==> config.mk <==
export PLATFORM = sky130hd
export DESIGN_NAME = pipe_stage_elastic
export DESIGN_NICKNAME = d
export VERILOG_FILES = /design/src/rtl/pipe_stage_elastic.sv
export SDC_FILE = /design/constraint.sdc
export NUM_CORES = 1
export LEC_CHECK = 0
export ABC_AREA = 1
export BUFFER_PORTS_ARGS = -buffer_cell sky130_fd_sc_hd__buf_2
export CORE_ASPECT_RATIO = 0.7
export CORE_MARGIN = 8
export CORE_UTILIZATION = 35
export DETAILED_ROUTE_END_ITERATION = 10
export PLACE_DENSITY = 0.56
export SLEW_MARGIN = 20
export SYNTH_ARGS = -nofsm -noshare
export SYNTH_HDL_FRONTEND = slang
export SYNTH_SLANG_ARGS = --single-unit
==> constraint.sdc <==
create_clock -name clk -period 2.7 [get_ports clk]
set_clock_uncertainty 0.1 [all_clocks]
set_input_delay 0.54 -clock clk [delete_from_list [all_inputs] [get_ports clk]]
set_output_delay 0.54 -clock clk [all_outputs]
set_load 0.02 [all_outputs]
==> src/rtl/pipe_stage_elastic.sv <==
// Elastic pipeline stage: carries a data payload and a control bundle between
// two pipeline stages over a valid/ready handshake. With SKID_EN=1 a second
// (skid) entry lets in_ready come straight from a flop, so it never depends
// combinationally on out_ready. Includes a synchronous flush that empties the
// stage, and a saturating counter of downstream bubble cycles.
module pipe_stage_elastic #(
  parameter int                DATA_W   = 96,
  parameter int                CTRL_W   = 24,
  parameter logic [CTRL_W-1:0] CTRL_NOP = '0,
  parameter bit                SKID_EN  = 1'b1,
  parameter int                CNT_W    = 16
) (
  input  logic              clk,
  input  logic              reset_n,
  input  logic              flush,
  input  logic              in_valid,
  output logic              in_ready,
  input  logic [DATA_W-1:0] in_data,
  input  logic [CTRL_W-1:0] in_ctrl,
  output logic              out_valid,
  input  logic              out_ready,
  output logic [DATA_W-1:0] out_data,
  output logic [CTRL_W-1:0] out_ctrl,
  output logic [1:0]        occupancy,
  output logic [CNT_W-1:0]  bubble_cnt
);

  // State value doubles as the entry count driven on occupancy.
  typedef enum logic [1:0] {
    ST_EMPTY = 2'd0,
    ST_BUSY  = 2'd1,
    ST_FULL  = 2'd2
  } state_t;

  localparam logic [CNT_W-1:0] CNT_ONE = {{(CNT_W-1){1'b0}}, 1'b1};

  // Saturating increment: the counter parks at all-ones and never wraps.
  function automatic logic [CNT_W-1:0] sat_inc(input logic [CNT_W-1:0] v);
    return (&v) ? v : (v + CNT_ONE);
  endfunction

  state_t              state_q;
  state_t              state_d;
  logic                vld_p1;
  logic                in_ready_p1;
  logic [DATA_W-1:0]   head_data_p1;
  logic [CTRL_W-1:0]   head_ctrl_p1;
  logic [DATA_W-1:0]   skid_data_p1;
  logic [CTRL_W-1:0]   skid_ctrl_p1;
  logic [CNT_W-1:0]    bubble_p1;
  logic                accept;
  logic                emit;
  logic                load_head_in;
  logic                load_head_skid;
  logic                load_skid;

  assign vld_p1 = (state_q != ST_EMPTY);

  // Without the skid entry the stage can only take a new entry when the head
  // leaves in the same cycle (or there is no head), so FULL is unreachable.
  assign in_ready = SKID_EN ? in_ready_p1 : (out_ready | ~vld_p1);

  assign accept = in_valid & in_ready;
  assign emit   = vld_p1 & out_ready;

  // Next-state and register-load selection; flush overrides the handshake.
  always_comb begin
    state_d        = state_q;
    load_head_in   = 1'b0;
    load_head_skid = 1'b0;
    load_skid      = 1'b0;
    if (flush) begin
      state_d = ST_EMPTY;
    end else begin
      case (state_q)
        ST_EMPTY: begin
          if (accept) begin
            state_d      = ST_BUSY;
            load_head_in = 1'b1;
          end
        end
        ST_BUSY: begin
          if (accept && emit) begin
            load_head_in = 1'b1;
          end else if (accept) begin
            state_d   = ST_FULL;
            load_skid = 1'b1;
          end else if (emit) begin
            state_d = ST_EMPTY;
          end
        end
        ST_FULL: begin
          if (emit) begin
            state_d        = ST_BUSY;
            load_head_skid = 1'b1;
          end
        end
        default: state_d = ST_EMPTY;
      endcase
    end
  end

  // Control state: entry count, registered in_ready and bubble counter.
  always_ff @(posedge clk or negedge reset_n) begin
    if (!reset_n) begin
      state_q     <= ST_EMPTY;
      in_ready_p1 <= 1'b1;
      bubble_p1   <= '0;
    end else begin
      state_q     <= state_d;
      in_ready_p1 <= (state_d != ST_FULL);
      if (out_ready && !vld_p1) begin
        bubble_p1 <= sat_inc(bubble_p1);
      end
    end
  end

  // Head entry: refilled from upstream or promoted from the skid entry;
  // otherwise held so the outputs stay stable under backpressure.
  always_ff @(posedge clk or negedge reset_n) begin
    if (!reset_n) begin
      head_data_p1 <= '0;
      head_ctrl_p1 <= '0;
    end else if (load_head_in) begin
      head_data_p1 <= in_data;
      head_ctrl_p1 <= in_ctrl;
    end else if (load_head_skid) begin
      head_data_p1 <= skid_data_p1;
      head_ctrl_p1 <= skid_ctrl_p1;
    end
  end

  // Skid entry: captures the arrival that lands while the head is stalled.
  always_ff @(posedge clk or negedge reset_n) begin
    if (!reset_n) begin
      skid_data_p1 <= '0;
      skid_ctrl_p1 <= '0;
    end else if (load_skid) begin
      skid_data_p1 <= in_data;
      skid_ctrl_p1 <= in_ctrl;
    end
  end

  assign out_valid  = vld_p1;
  assign out_data   = head_data_p1;
  assign out_ctrl   = vld_p1 ? head_ctrl_p1 : CTRL_NOP;
  assign occupancy  = state_q;
  assign bubble_cnt = bubble_p1;

endmodule
# --- Word-level counts from Yosys, hierarchy flattened ---
# Index checks and enable logic that the tools add are counted.
word_totals:
  reg_bits: 259
  in_bits: 125
  output_inout_bits: 140
classes:
  add_sub_neg: 1
  n_eq_ne: 3
  mux: 22
  bitwise_logic: 3
  n_reduce_logical: 8
op_table:
  columns: ["operator", "n"]
  rows:
  - ["$mux W96", 2]
  - ["$mux W24", 3]
  - ["$add A16 B1 Y16 const B", 1]
  - ["$reduce_and A16 Y1", 1]
  - ["$mux W2", 6]
  - ["$mux W1", 9]
  - ["$pmux W2 S3", 1]
  - ["$reduce_bool A2 Y1", 2]
  - ["$and A1 B1 Y1", 2]
  - ["$eq A2 B1 Y1 const B", 1]
  - ["$eq A2 B2 Y1 const B", 1]
  - ["$logic_and A1 B1 Y1", 2]
  - ["$logic_not A2 Y1", 1]
  - ["$ne A2 B2 Y1 const B", 1]
  - ["$pmux W1 S2", 1]
  - ["$reduce_and A2 Y1", 1]
  - ["$logic_not A1 Y1", 1]
  - ["$not A1 Y1", 1]

# --- Logic depth before layout (Yosys ltp) ---
depth:
  word_depth: 8
  depth_mapped: 9
  depth_no_buf: 8

# --- Worst setup path before layout ---
# Ideal clock, no wire load.
synth_path:
  path_kind: "reg2out"
  startpoint: "register state_q[0], in the netlist occupancy[0]"
  endpoint: "output port out_ctrl[10]"
  t_arrival_ns: 1.231
  slack_ns: 0.829
  stages_incl_launch_ff: 5
  cell_sequence: "dfrtp_1 > buf_2 > nor2_4 > clkbuf_1 > nor2_1"
synth_via:
  elab_chain_cells: 2
synth_lines:
  columns: ["element", "line_no", "rtl"]
  rows:
  - ["start, declared", "42", "state_t state_q;"]
  - ["start signal, assigned", "110", "state_q <= state_d;"]
  - ["$reduce_bool A2 Y1", "57", "assign vld_p1 = (state_q != ST_EMPTY);"]
  - ["$mux W24", "146", "assign out_ctrl = vld_p1 ? head_ctrl_p1 : CTRL_NOP;"]
  - ["end, declared", "23", "output logic [CTRL_W-1:0] out_ctrl,"]
# Every way passes these cells.

# --- Worst setup path after layout ---
layout_path:
  startpoint: "register state_q[0], in the netlist occupancy[0]"
  endpoint: "output port out_ctrl[23]"
# The elaborated chain is that of the path after synthesis.

==> flow_metrics.py <==
metrics = {
    "setup_path": {
        "worstSetupStartpointType": "flop",
        "critical_path.max_stage_delay_ps": 490,
        "critPathLaunch": "occupancy[0]$_DFF_PN0_",
        "rr_startpoint": "bubble_cnt[0]$_DFFE_PN0P_",
        "critPathMaxFanout": 25,
        "path_cells": "nor2_4 -> buf_4 -> nor2_1 -> buf_2",
        "critPathArrivalTime_ps": 1780,
        "path_class": "flop to primary output",
        "path_delay_family": "buffers and inverters",
        "cp.required_ps": 2060,
        "crit_buf_inv": 2,
        "worstSetupEndpointType": "primary output",
        "crit_path_top_delay_cell": "dfrtp_1",
    },
    "grt": {
        "antenna_found_initial": 2,
        "track_usage": 0.1636,
        "grt_pass1_vias": 9975,
        "grt_max_degree": 100,
        "grt_pass1_wl_um": 54300,
        "grt_overflow": 0,
    },
    "placement": {
        "io_buffers": 264,
        "postPlaceCellArea_um2": 13750,
        "dpl.cell_count": 2114,
        "dp_hpwl_um": 22180,
        "gp_congestion": 0.8587,
    },
    "synth": {
        "synth_nets": 1610,
        "syn_avg_cell_area_um2": 8.015,
        "yosysUniqueCellTypes": 23,
        "synthCells": 1484,
        "synth_seq_area_share": 0.5450,
        "ys_seq_elements": 259,
        "ys_warn_count": 0,
        "netlist_area_um2": 11890,
    },
    "drt": {
        "wl_per_cell_um": 15.60,
        "route.vias.total": 10200,
        "drt-initial-drc-count": 903,
        "viasPerCell": 4.703,
        "wirelength_um": 33830,
        "ant_nets": 0,
        "dr.pass1.iters": 5,
        "drc": 0,
    },
    "floorplanning": {
        "fp-row-count": 56,
        "die_area_um2": 40230,
        "initial_utilization": 0.3551,
        "core_region_area_um2": 33490,
        "io-pin-count": 265,
        "die_height_um": 170.2,
        "die_w_um": 236.3,
    },
    "layout": {
        "instances_no_fill": 2168,
        "finalInstanceArea_um2": 14680,
        "nFillCells": 3379,
        "final_nets": 1836,
        "drive_above_1_share": 0.1993,
        "area_growth_pct": 23.46,
    },
    "cts": {
        "cts.sinks": 259,
        "clk_pin_slew_ps": 60,
        "post_cts_resized": 0,
        "tritoncts": "done",
        "cts_buffers": 28,
        "clock_latency_ps": 550,
        "cts-root-buf": "clkbuf_16",
        "clk_path_buf_depth": 3,
        "htreeDepth": 1,
    },
    "sta": {
        "fmax_ghz": 0.4126,
        "hold_viol": 0,
        "whs_ps": 113.1,
        "rsz0062_at_grt": "false",
        "finalSetupViolCount": 0,
        "tightest_slew_ps": 712.3,
        "timing.final.crit_period_ps": 2423,
        "report.final.slew_viol_count": 0,
        "fin_setup_tns_ps": 0,
        "finalCritPeriodShare": 0.8976,
        "maxSlewHeadroom": 0.5240,
    },
    "outcome": {
        "outcome": "completed",
    },
    "pwr": {
        "power_density_nw_per_um2": 791.7,
        "leakagePower_uw": 0.007954,
        "irDropWorstVdd_mv": 0.4120,
    },
    "flow_run": {
        "drv_cap": 0,
    },
    "worst_hold_path": {
        "hp-class": "primary input to flop",
        "min_from": "flush",
    },
}
## report_power, final
part           internal (uW)  switching (uW)  leakage [uW]
sequential              4740             523       0.00305
combinational            911            1600       0.00444
clock                   2250            1600      0.000461
total                   7900            3730       0.00795
## worst register-to-register path: cells and delay by family (launching register included)
| family | cells | cell delay (ps) |
|---|---|---|
| AND/OR/NAND/NOR | 5 | 1120 |
| flip-flops | 1 | 420 |
| adder cells (fa/ha/maj) | 1 | 270 |
| AO/OA/AOI/OAI | 1 | 100 |
| buffers and inverters | 1 | 80 |
## sequential cells by signal (all words and copies together), names as in the netlist
| signal | count |
|---|---|
| skid_data_p1 | 96 |
| in_ready | 1 |
| skid_ctrl_p1 | 24 |
| out_data | 96 |
| bubble_cnt | 16 |
| occupancy | 2 |
| head_ctrl_p1 | 24 |
## routing by layer
layer / vias to the layer above / wire, um / track usage
li1: 5118 / - / -
met1: 4797 / 16000 / 0.2227
met3: 56 / 1766 / 0.03732
met5: - / 0 / 0
met4: 0 / 886 / 0.04637
met2: 226 / 15180 / 0.2605
## worst paths after layout
path | slack [ps] | cells past startpoint | end
setup / recovery | 280 | 4 | out_ctrl[23]
hold / removal | 110 | 2 | occupancy[0]$_DFF_PN0_
setup reg to reg | 460 | 8 | bubble_cnt[6]$_DFFE_PN0P_
hold reg to reg | 380 | 2 | skid_data_p1[61]$_DFFE_PN0P_
max in group asynchronous | 1300 | 3 | skid_data_p1[77]$_DFFE_PN0P_
min in group asynchronous | 440 | 2 | skid_data_p1[16]$_DFFE_PN0P_
## cell usage after synthesis
library cell,number,share of area
nor2_2,1,0.00053
nand2_2,3,0.0016
buf_4,1,0.00063
dfstp_2,1,0.0022
ha_1,1,0.0011
a21oi_1,24,0.010
clkbuf_1,51,0.016
xor2_1,7,0.0052
nand3_1,213,0.090
buf_1,4,0.0013
buf_2,35,0.015
buf_6,1,0.00095
nor3_1,1,0.00042
nor2_1,63,0.020
nand4_1,6,0.0032
inv_1,279,0.088
inv_2,4,0.0013
nand2_1,277,0.087
o21ai_0,199,0.084
o211ai_1,22,0.014
nor2_4,3,0.0028
dfrtp_1,258,0.54
o21ai_1,30,0.013
## layout by cell type, fill, tap and decap left out, types with 8 or more instances in the layout
cell type / n
buf_2: 263
a21oi_1: 24
inv_1: 279
o21ai_1: 30
nand3_1: 212
nand2_1: 277
buf_12: 15
o21ai_0: 199
o211ai_1: 22
clkbuf_16: 29
buf_4: 8
nor2_1: 63
dfrtp_1: 258
## layout make-up
cell class / instances / area, um2 / share of cell area
clock buffer: 42 / 844.6 / 0.05752
tap: 435 / 544.3 / 0.03707
inverter: 283 / 1062 / 0.07234
antenna: 2 / 5.005 / 0.0003408
multi-input combinational: 850 / 3966 / 0.2701
timing repair buffer: 288 / 1702 / 0.1159
clock inverter: 9 / 77.57 / 0.005283
sequential: 259 / 6482 / 0.4415
## metrics by stage
stage | total power (uW) | setup slack [ps] | utilization
3_5_place_dp | 7881 | 483.0 | 0.4105
4_1_cts | 11820 | 197.5 | 0.4383
6_report | 11630 | 276.6 | 0.4384
3_3_place_gp | 7794 | 603.5 | 0.4105
2_1_floorplan | 6835 | 828.5 | -
5_1_grt | 12380 | 149.2 | 0.4384
## kinds of logic (layout without fill, tap and decap cells)
kind of cell | count (synthesis) | in the layout | synth area share
AO/OA/AOI/OAI | 275 | 275 | 0.1203
XOR/XNOR | 7 | 7 | 0.005155
adder cells (fa/ha/maj) | 1 | 1 | 0.001052
buffers and inverters | 375 | 622 | 0.1230
flip-flops | 259 | 259 | 0.5450
other | 0 | 2 | 0
AND/OR/NAND/NOR | 567 | 567 | 0.2054
## what timing repair did
action                                 CTS  global route
setup buffers                            0             0
hold buffers                             1             0
endpoints found under the hold margin   61             0
(Power assumes the default switching activity.)
